### src/rtl/cr_lz77_comp_tsel.sv
// Thermometer-to-length token selector at the root of the LZ77 compare tree.
// Two-stage valid/ready pipeline with saturating match/literal statistics.
module cr_lz77_comp_tsel #(
  parameter  int T_WIDTH = 4,
  parameter  int OFF_W   = 4,
  parameter  int MIN_LEN = 3,
  parameter  int CNT_W   = 16,
  localparam int LEN_W   = $clog2(T_WIDTH + 1)
) (
  input  logic               clk,
  input  logic               rst_n,
  input  logic [T_WIDTH-1:0] therm_in,
  input  logic [OFF_W-1:0]   offset_in,
  input  logic               in_valid,
  output logic               in_ready,
  output logic               out_valid,
  input  logic               out_ready,
  output logic               out_is_match,
  output logic [LEN_W-1:0]   out_len,
  output logic [OFF_W-1:0]   out_offset,
  input  logic               clr_stats,
  output logic [CNT_W-1:0]   match_cnt,
  output logic [CNT_W-1:0]   lit_cnt,
  output logic               bad_therm
);

  localparam logic [LEN_W-1:0] MIN_LEN_L = LEN_W'(MIN_LEN);
  localparam logic [CNT_W-1:0] CNT_MAX   = '1;

  logic               r_s1_valid;
  logic [T_WIDTH-1:0] r_s1_therm;
  logic [OFF_W-1:0]   r_s1_off;

  logic               r_s2_valid;
  logic               r_s2_is_match;
  logic [LEN_W-1:0]   r_s2_len;
  logic [OFF_W-1:0]   r_s2_off;

  logic [CNT_W-1:0]   r_match_cnt;
  logic [CNT_W-1:0]   r_lit_cnt;
  logic               r_bad_therm;

  logic               w_s2_adv;
  logic               w_s1_adv;
  logic               w_s1_to_s2;
  logic               w_out_fire;
  logic [LEN_W-1:0]   w_len;
  logic               w_contig;
  logic               w_seen_zero;
  logic               w_is_match;

  // The ready chain is combinational through both stages so a full pipe
  // still accepts a token in the same cycle the output drains.
  assign w_s2_adv   = ~r_s2_valid | out_ready;
  assign w_s1_adv   = ~r_s1_valid | w_s2_adv;
  assign w_s1_to_s2 = r_s1_valid & w_s2_adv;
  assign w_out_fire = r_s2_valid & out_ready;
  assign in_ready   = w_s1_adv;

  always_comb begin
    // NOTE: every signal gets a default before the loop, so no path can infer a latch.
    w_len       = '0;
    w_contig    = 1'b1;
    w_seen_zero = 1'b0;
    for (int i = 0; i < T_WIDTH; i++) begin
      if (!w_seen_zero) begin
        if (r_s1_therm[i]) w_len = LEN_W'(i + 1);
        else               w_seen_zero = 1'b1;
      end else if (r_s1_therm[i]) begin
        w_contig = 1'b0;
      end
    end
  end

  assign w_is_match = (w_len >= MIN_LEN_L);

  // NOTE: sequential state uses non-blocking assignments so all registers update together at the edge.
  always_ff @(posedge clk or negedge rst_n) begin
    if (!rst_n) begin
      r_s1_valid <= 1'b0;
      r_s1_therm <= '0;
      r_s1_off   <= '0;
    end else if (w_s1_adv) begin
      r_s1_valid <= in_valid;
      if (in_valid) begin
        r_s1_therm <= therm_in;
        r_s1_off   <= offset_in;
      end
    end
  end

  always_ff @(posedge clk or negedge rst_n) begin
    if (!rst_n) begin
      r_s2_valid    <= 1'b0;
      r_s2_is_match <= 1'b0;
      r_s2_len      <= '0;
      r_s2_off      <= '0;
    end else if (w_s2_adv) begin
      r_s2_valid <= r_s1_valid;
      if (r_s1_valid) begin
        r_s2_is_match <= w_is_match;
        r_s2_len      <= w_is_match ? w_len : '0;
        r_s2_off      <= w_is_match ? r_s1_off : '0;
      end
    end
  end

  // Clear wins over a coincident increment or error set.
  always_ff @(posedge clk or negedge rst_n) begin
    if (!rst_n) begin
      r_match_cnt <= '0;
      r_lit_cnt   <= '0;
      r_bad_therm <= 1'b0;
    end else if (clr_stats) begin
      r_match_cnt <= '0;
      r_lit_cnt   <= '0;
      r_bad_therm <= 1'b0;
    end else begin
      if (w_out_fire) begin
        if (r_s2_is_match) begin
          if (r_match_cnt != CNT_MAX) r_match_cnt <= r_match_cnt + CNT_W'(1);
        end else begin
          if (r_lit_cnt != CNT_MAX) r_lit_cnt <= r_lit_cnt + CNT_W'(1);
        end
      end
      if (w_s1_to_s2 && !w_contig) r_bad_therm <= 1'b1;
    end
  end

  assign out_valid    = r_s2_valid;
  assign out_is_match = r_s2_is_match;
  assign out_len      = r_s2_len;
  assign out_offset   = r_s2_off;
  assign match_cnt    = r_match_cnt;
  assign lit_cnt      = r_lit_cnt;
  assign bad_therm    = r_bad_therm;

endmodule
### config.mk
export PLATFORM = sky130hd
export DESIGN_NAME = cr_lz77_comp_tsel
export DESIGN_NICKNAME = d
export VERILOG_FILES = /design/src/rtl/cr_lz77_comp_tsel.sv
export SDC_FILE = /design/constraint.sdc
export NUM_CORES = 1
export LEC_CHECK = 0
export BUFFER_PORTS_ARGS = -buffer_cell sky130_fd_sc_hd__clkbuf_2
export CELL_PAD_IN_SITES_DETAIL_PLACEMENT = 1
export CELL_PAD_IN_SITES_GLOBAL_PLACEMENT = 2
export CORE_MARGIN = 8
export CORE_UTILIZATION = 36
export DETAILED_ROUTE_END_ITERATION = 8
export GPL_ROUTABILITY_DRIVEN = 0
export GPL_TIMING_DRIVEN = 0
export PLACE_DENSITY = 0.93
export RECOVER_POWER = 25
export SETUP_SLACK_MARGIN = 0.1
export SLEW_MARGIN = 20
export SYNTH_ARGS = -nofsm -noshare
export SYNTH_HDL_FRONTEND = slang
export SYNTH_SLANG_ARGS = --single-unit
### constraint.sdc
create_clock -name clk -period 2.59 [get_ports clk]
set_input_delay 0.259 -clock clk [delete_from_list [all_inputs] [get_ports clk]]
set_output_delay 0.259 -clock clk [all_outputs]
set_load 0.02 [all_outputs]
Yosys cells after proc, flatten, opt, wreduce, memory -nomap -nowiden
Index checks and enable logic that the tools add are counted.
W data, S select, Z words.
{ "op_classes": {"muxes": 30, "reduce_logical": 11, "add_sub_neg": 2, "bitwise_logic": 6, "order_cmp": 1, "eq_ne": 3} }
{ "ops": {"columns": ["cell", "n"], "rows": [
  ["$mux W16", 8],
  ["$add A16 B1 Y16 const B", 2],
  ["$ne A16 B16 Y1 const B", 2],
  ["$mux W3", 6],
  ["$mux W1", 14],
  ["$reduce_bool A2 Y1", 5],
  ["$reduce_and A3 Y1", 2],
  ["$mux W4", 1],
  ["$reduce_and A2 Y1", 2],
  ["$ge A3 B2 Y1 const B", 1],
  ["$and A1 B1 Y1", 2],
  ["$mux W2", 1],
  ["$ne A2 B2 Y1 const B", 1],
  ["$not A1 Y1", 2],
  ["$or A1 B1 Y1", 2],
  ["$logic_and A1 B1 Y1", 1],
  ["$logic_not A1 Y1", 1]
]} }
{ "totals": {"reg_bits": 51, "elab_cells": 63} }

Logic depth before layout (Yosys ltp)
Gate-level depths: netlist of the first run.
{ "depth": {"ltp_word": 10, "depth_mapped": 5, "mapped_depth_nobuf": 5} }

Worst setup path before layout of the first run
No wires, ideal clock.
{ "synth_path": {"path_type": "register to register", "startpoint": "register r_lit_cnt[4] (netlist: lit_cnt[4])", "endpoint": "register r_lit_cnt[13] (netlist: lit_cnt[13])", "stages_incl_launch_ff": 6, "n_path_buf": 1, "arrival_ns": 1.786, "path_slack_ns": 0.680, "synth_period_minus_slack_ns": 1.910, "t_required_ns": 2.465, "setup_time_ns": 0.125, "cell_sequence": "dfrtp_1 nand4_2 or2_0 clkbuf_1 nor4_1 mux2_2"} }
{ "synth_between": {"elab_chain_cells": 5} }
{ "synth_rtl": {"columns": ["element", "line", "text"], "rows": [
  ["start, declared", "40", "logic [CNT_W-1:0] r_lit_cnt;"],
  ["start signal, assigned", "123", "if (r_lit_cnt != CNT_MAX) r_lit_cnt <= r_lit_cnt + CNT_W'(1);"],
  ["$add A16 B1 Y16", "123", null],
  ["$mux W16", "123", null],
  ["$mux W16", "120", "if (r_s2_is_match) begin"],
  ["$mux W16", "119", "if (w_out_fire) begin"],
  ["$mux W16", "114", "end else if (clr_stats) begin"]
]} }
Several ways; a longest one is shown, not always the timed one. The select of a mux whose other input is x is not followed.
A chain may end at the register's enable or synchronous reset.

Worst setup path after layout of the first run
{ "layout_path": {"startpoint": "register r_match_cnt[0] (netlist: match_cnt[0])", "endpoint": "register r_match_cnt[10] (netlist: match_cnt[10])"} }
{ "layout_between": {"elab_chain_cells": 5} }
{ "layout_rtl": {"columns": ["element", "line", "text"], "rows": [
  ["start, declared", "39", "logic [CNT_W-1:0] r_match_cnt;"],
  ["start signal, assigned", "121", "if (r_match_cnt != CNT_MAX) r_match_cnt <= r_match_cnt + CNT_W'(1);"],
  ["$add A16 B1 Y16", "121", null],
  ["$mux W16", "121", null],
  ["$mux W16", "120", null],
  ["$mux W16", "119", null],
  ["$mux W16", "114", null]
]} }
Several ways; a longest one is shown, not always the timed one. The select of a mux whose other input is x is not followed.

==> results.sh, run 1 <==
export IMPL_num_vias=2331
export IMPL_drive_above_1_share_pct=25.8
export IMPL_worst_setup_path_type="flip-flop to flip-flop"
export IMPL_power_leakage_uw=0.00134
export IMPL_instances_no_fill=424
export IMPL_rrSetupSlack_ps=500
export IMPL_cts_path_max_buffers=2
export IMPL_wl_per_cell_um=17.2
export IMPL_grt_pass1_vias=2396
export IMPL_async_flop_share_pct=100
export IMPL_min_period_over_period_pct=80.6
export IMPL_cts_resized=0
export IMPL_worstPathRequired_ps=2830
export IMPL_grt_remaining_overflow=0
export IMPL_htree_levels=2
export IMPL_cts_sinks=51
export IMPL_clock_root_buffer="clkbuf_8"
export IMPL_synth_edf_count=0
export IMPL_antennaDiodeCount=0
export IMPL_final_cell_mix="clkbuf_2 (55), dfrtp_1 (51), a21oi_1 (19), nor2_1 (18), nand2_1 (16)"
export IMPL_drv_cap=0
export IMPL_num_rows=31
export IMPL_ant_nets=0
export IMPL_netlist_instances=262
export IMPL_mostFrequentLayoutCell="clkbuf_2"
export IMPL_finalPower_uw=1560
export IMPL_die_w_um=101
export IMPL_grt_pass1_wl_um=12100
export IMPL_cts_buffers=5
export IMPL_nets=339
export IMPL_arrival_ps=2330
export IMPL_ctsHoldBuffers=0
export IMPL_powerDensity_mw_per_mm2=503
export IMPL_antenna_found_initial=0
export IMPL_ys_flop_type="dfrtp_1"
export IMPL_whs_ps=157
export IMPL_ys_ff_latch=51
export IMPL_fin_skew_ps=6.16
export IMPL_grt_max_degree=52
export IMPL_grt_total_usage_pct=14.9
export IMPL_start_util_pct=36.5
export IMPL_rsz0062_at_grt="false"
export IMPL_slew_headroom_pct=12.8
export IMPL_placed_cells=416
export IMPL_finalHoldViolations=0
export IMPL_die_y_um=101
export IMPL_setup_viol=0
export IMPL_status="finished, final reports clean"
export IMPL_finalMaxSlewViolations=0
export IMPL_cp_end_kind="flip-flop"
export IMPL_clk_latency_ps=320
export IMPL_path_max_fanout=8
export IMPL_crit_reg2reg_launch="match_cnt[0]$_DFFE_PN0P_"
export IMPL_die_area_mm2=0.0102
export IMPL_post_cts_buffers=0
export IMPL_hold_path_class="primary input to flip-flop"
export IMPL_synth_cell_types=43
export IMPL_avgSynthCellArea_um2=9.95
export IMPL_port_buffers=55
export IMPL_coreArea_mm2=0.00714
export IMPL_fmax_mhz=479
export IMPL_tightest_slew_ps=1310
export IMPL_first_iter_violations=62
export IMPL_synth_area_mm2=0.00261
export IMPL_startpoint="match_cnt[0]$_DFFE_PN0P_"
export IMPL_clk_transition_reported_paths_ps=110
export IMPL_viasPerCell=5.50
export IMPL_hpwl_um=5470
export IMPL_final_area_mm2=0.00310
export IMPL_start_kind="flip-flop"
export IMPL_ios=56
export IMPL_areaGrowthSynthToFinish_pct=19.0
export IMPL_period_needed_ps=2090
export IMPL_ys_seq_area_share_pct=48.9
export IMPL_wl_um=7310
export IMPL_cts_tree="done"
export IMPL_drt_first_pass_iters=4
export IMPL_min_from="in_valid"
export IMPL_vdd_drop_max_mv=0.320
export IMPL_synth_nets=277
export IMPL_yosysWarnings=0
export IMPL_tns_ps=0
export IMPL_route_detailed_drc=0
export IMPL_place_area_mm2=0.00301
-- worst paths after layout --
path,cells after the start,endpoint
min reg2reg,1,out_offset[2]$_DFFE_PN0P_
max in group asynchronous,1,match_cnt[3]$_DFFE_PN0P_
max reg2reg,5,match_cnt[10]$_DFFE_PN0P_
min,2,r_s1_valid$_DFFE_PN0N_
max,5,match_cnt[10]$_DFFE_PN0P_
min in group asynchronous,1,lit_cnt[4]$_DFFE_PN0P_
-- registers in the layout (all words and copies together) (netlist names) --
name / cells
bad_therm: 1
lit_cnt: 16
match_cnt: 16
out_is_match: 1
out_len: 3
out_offset: 4
out_valid: 1
r_s1_off: 4
r_s1_therm: 4
r_s1_valid: 1
-- metal layers --
metal | share of wire (%) | global-route usage, % | vias up
met5 | 0 | 0 | -
met4 | 1.2 | 5.15 | 0
met3 | 4.5 | 3.45 | 5
met2 | 51 | 25.6 | 47
met1 | 44 | 17.7 | 1164
li1 | - | - | 1115
-- cells by family after synthesis --
logic type	synth area share, %
AOI/OAI and AO/OA	13.6
DFF	48.9
adders and majority gates	0.960
buffers and inverters	2.02
muxes	7.20
and+or+nand+nor	27.3
-- cell type report --
| type | instances | area, um2 |
|---|---|---|
| well taps | 99 | 124 |
| plain buffers | 6 | 22.5 |
| inverters | 8 | 30.0 |
| flip-flops and latches | 51 | 1280 |
| multi-input cells | 197 | 1280 |
| repair buffers | 55 | 275 |
| fillers | 864 | 4030 |
| clock buffers | 5 | 68.8 |
| clock inverters | 3 | 27.5 |
-- cells in the mapped netlist, types with 2 or more instances --
cell type	instances	area [um2]
o31ai_1	8	60.1
clkbuf_1	5	18.8
nor2_1	18	67.6
nand4_1	7	43.8
a22o_1	4	35.0
o21ai_0	10	50.1
nor3_1	9	45.0
mux2i_1	3	30.0
nand2b_1	8	50.1
and2_1	4	25.0
nand3b_1	3	22.5
inv_1	8	30.0
or3_1	6	37.5
nor2b_1	7	43.8
a311oi_1	2	17.5
and3_1	5	31.3
a211oi_1	4	30.0
nand2_1	16	60.1
a21oi_1	19	95.1
nor4_1	8	50.1
mux2_2	14	158
nand3_1	14	70.1
dfrtp_1	51	1280
ha_1	2	25.0
a41oi_1	2	17.5
or4_1	8	60.1
-- where the power goes --
group | total, uW | internal (uW) | leakage (uW) | switching [uW]
Combinational | 179 | 69.1 | 0.000614 | 110
Sequential | 869 | 836 | 0.000683 | 33.8
Clock | 512 | 201 | 0.0000467 | 311
Total | 1560 | 1110 | 0.00134 | 455
-- stage by stage --
| step | setup WS (ps) | util (%) |
|---|---|---|
| CTS | 491 | 43.5 |
| floorplan | 680 | - |
| detailed placement | 524 | 42.2 |
| global route | 318 | 43.5 |
| finish | 503 | 43.5 |
| global placement | 566 | 42.1 |
-- worst max-delay path: stages (launching register included) --
cell	delay, ps
dfrtp_1	440
ha_1	250
and4_2	290
nand4_1	300
or4_1	570
a21oi_1	160
Power figures use the tool's default switching activity.
==> run 2, diff against run 1 <==
CORE_UTILIZATION = 33   (was 36)
PLACE_DENSITY = 0.87   (was 0.93)
clock period = 1.94 ns   (was 2.59 ns; I/O delays follow)
==> run 2 against run 1 <==
Largest cell class unchanged. Fmax grew 12%. Worst hold slack worse by 71 ps. Critical path type unchanged. Cell area grew 12%. Total power increased by 50%. Largest power group unchanged.
==> results.sh, run 2 (synthesized netlist as in run 1, its figures left out) <==
export IMPL_hpwl_um=5450
export IMPL_nets=365
export IMPL_finalHoldViolations=0
export IMPL_wl_met3_um=231
export IMPL_antennaDiodeCount=0
export IMPL_cp_cell_sequence="nand4_1 > nor2_2 > a31oi_1 > mux2_2"
export IMPL_final_cell_mix="clkbuf_2 (47), dfrtp_1 (39), buf_4 (25), a21oi_1 (18), nor2_1 (17)"
export IMPL_route_detailed_drc=0
export IMPL_crit_family="simple AND/OR/NAND/NOR gates"
export IMPL_setup_viol=0
export IMPL_die_y_um=105
export IMPL_viasPerCell=5.41
export IMPL_die_area_mm2=0.0110
export IMPL_worstPathRequired_ps=2140
export IMPL_status="finished, final reports clean"
export IMPL_wl_met1_um=3660
export IMPL_place_area_mm2=0.00302
export IMPL_slew_headroom_pct=13.6
export IMPL_clock_root_buffer="clkbuf_8"
export IMPL_wl_per_cell_um=17.8
export IMPL_num_rows=32
export IMPL_wl_um=8080
export IMPL_fillerInstances=924
export IMPL_final_area_mm2=0.00348
export IMPL_grt_pass1_vias=2608
export IMPL_drt_first_pass_iters=4
export IMPL_drive_above_1_share_pct=37.6
export IMPL_powerDensity_mw_per_mm2=672
export IMPL_ios=56
export IMPL_vdd_drop_max_mv=0.396
export IMPL_cp_buffers_inverters=0
export IMPL_htree_levels=2
export IMPL_rsz0062_at_grt="true"
export IMPL_cts_buffers=5
export IMPL_worst_setup_path_type="flip-flop to flip-flop"
export IMPL_clk_transition_reported_paths_ps=100
export IMPL_fmax_mhz=537
export IMPL_met2_length_um=4130
export IMPL_grt_remaining_overflow=0
export IMPL_areaGrowthSynthToFinish_pct=33.3
export IMPL_finalMaxSlewViolations=0
export IMPL_die_w_um=105
export IMPL_topRoutingLayerUsed="met4"
export IMPL_start_util_pct=33.9
export IMPL_cts_tree="done"
export IMPL_cts_path_max_buffers=2
export IMPL_slowest_stage="dfrtp_1"
export IMPL_rrSetupSlack_ps=80
export IMPL_hold_path_class="primary input to flip-flop"
export IMPL_grt_max_degree=52
export IMPL_port_buffers=55
export IMPL_multiInputGateArea_mm2=0.00140
export IMPL_antenna_found_initial=0
export IMPL_first_iter_violations=74
export IMPL_fin_skew_ps=5.09
export IMPL_tightest_slew_ps=1300
export IMPL_grt_total_usage_pct=14.5
export IMPL_power_leakage_uw=0.00145
export IMPL_cpPeakStageDelay_ps=480
export IMPL_coreArea_mm2=0.00769
export IMPL_whs_ps=85.9
export IMPL_num_vias=2449
export IMPL_period_needed_ps=1860
export IMPL_path_max_fanout=7
export IMPL_cp_end_kind="flip-flop"
export IMPL_clk_latency_ps=310
export IMPL_cts_sinks=51
export IMPL_ant_nets=0
export IMPL_min_period_over_period_pct=96.0
export IMPL_drv_cap=0
export IMPL_seqCellArea_mm2=0.00129
export IMPL_arrival_ps=2060
export IMPL_mostFrequentLayoutCell="clkbuf_2"
export IMPL_fin_util_pct=45.2
export IMPL_grt_pass1_wl_um=13200
export IMPL_start_kind="flip-flop"
## run 2: cell type report
class / instances / share of cell area [%]
Tap cell: 102 / 3.67
Multi-Input combinational cell: 197 / 40.4
Clock inverter: 3 / 1.94
Buffer: 5 / 0.576
Clock buffer: 5 / 1.98
Sequential cell: 51 / 37.1
Timing Repair Buffer: 82 / 13.4
Inverter: 8 / 0.864
## run 2: worst register-to-register path: stages (launching register included)
cell     delay, ps
dfrtp_1        480
nand4_1        320
nor2_2         410
a31oi_1        240
mux2_2         320
## run 2: report_power, final
part           internal [uW]  switching [uW]
combinational            110             168
clock                    515             386
sequential              1120            39.9
total                   1740             594
## run 2: final timing paths
| kind | from | end | cells past startpoint |
|---|---|---|---|
| setup / recovery | lit_cnt[11]$_DFFE_PN0P_ | lit_cnt[0]$_DFFE_PN0P_ | 4 |
| hold / removal | in_valid | r_s1_valid$_DFFE_PN0N_ | 2 |
| setup reg to reg | lit_cnt[11]$_DFFE_PN0P_ | lit_cnt[0]$_DFFE_PN0P_ | 4 |
| hold reg to reg | r_s1_off[1]$_DFFE_PN0P_ | out_offset[1]$_DFFE_PN0P_ | 1 |
| max in group asynchronous | rst_n | lit_cnt[4]$_DFFE_PN0P_ | 2 |
| min in group asynchronous | rst_n | r_s1_off[2]$_DFFE_PN0P_ | 2 |
## run 2: routing by layer
metal  track usage [%]  vias to the layer above
met4              3.98                        0
li1                  -                     1160
met2              25.1                       39
met5                 0                        -
met3              2.70                        4
met1              17.8                     1246
## run 2: what timing repair did
action / in CTS / in global routing
hold buffers: 1 / 0
pin swaps: 1 / 11
hold endpoints to repair: 39 / 0
endpoints found under the setup margin: 14 / 20
resized for setup: 13 / 18
buffers inserted: 16 / 10
## run 2: through the flow
| step | std cells | setup TNS [ps] | total power (uW) | setup slack [ps] |
|---|---|---|---|---|
| 5_1_grt | 453 | -22.4 | 2430 | -22.4 |
| 3_3_place_gp | 419 | -216 | 1420 | -78.5 |
| 3_5_place_dp | 419 | -236 | 1430 | -92.8 |
| 6_report | 453 | 0 | 2340 | 77.9 |
| 4_1_cts | 443 | 0 | 2360 | 91.3 |
| 2_1_floorplan | 262 | 0 | 1320 | 71.7 |
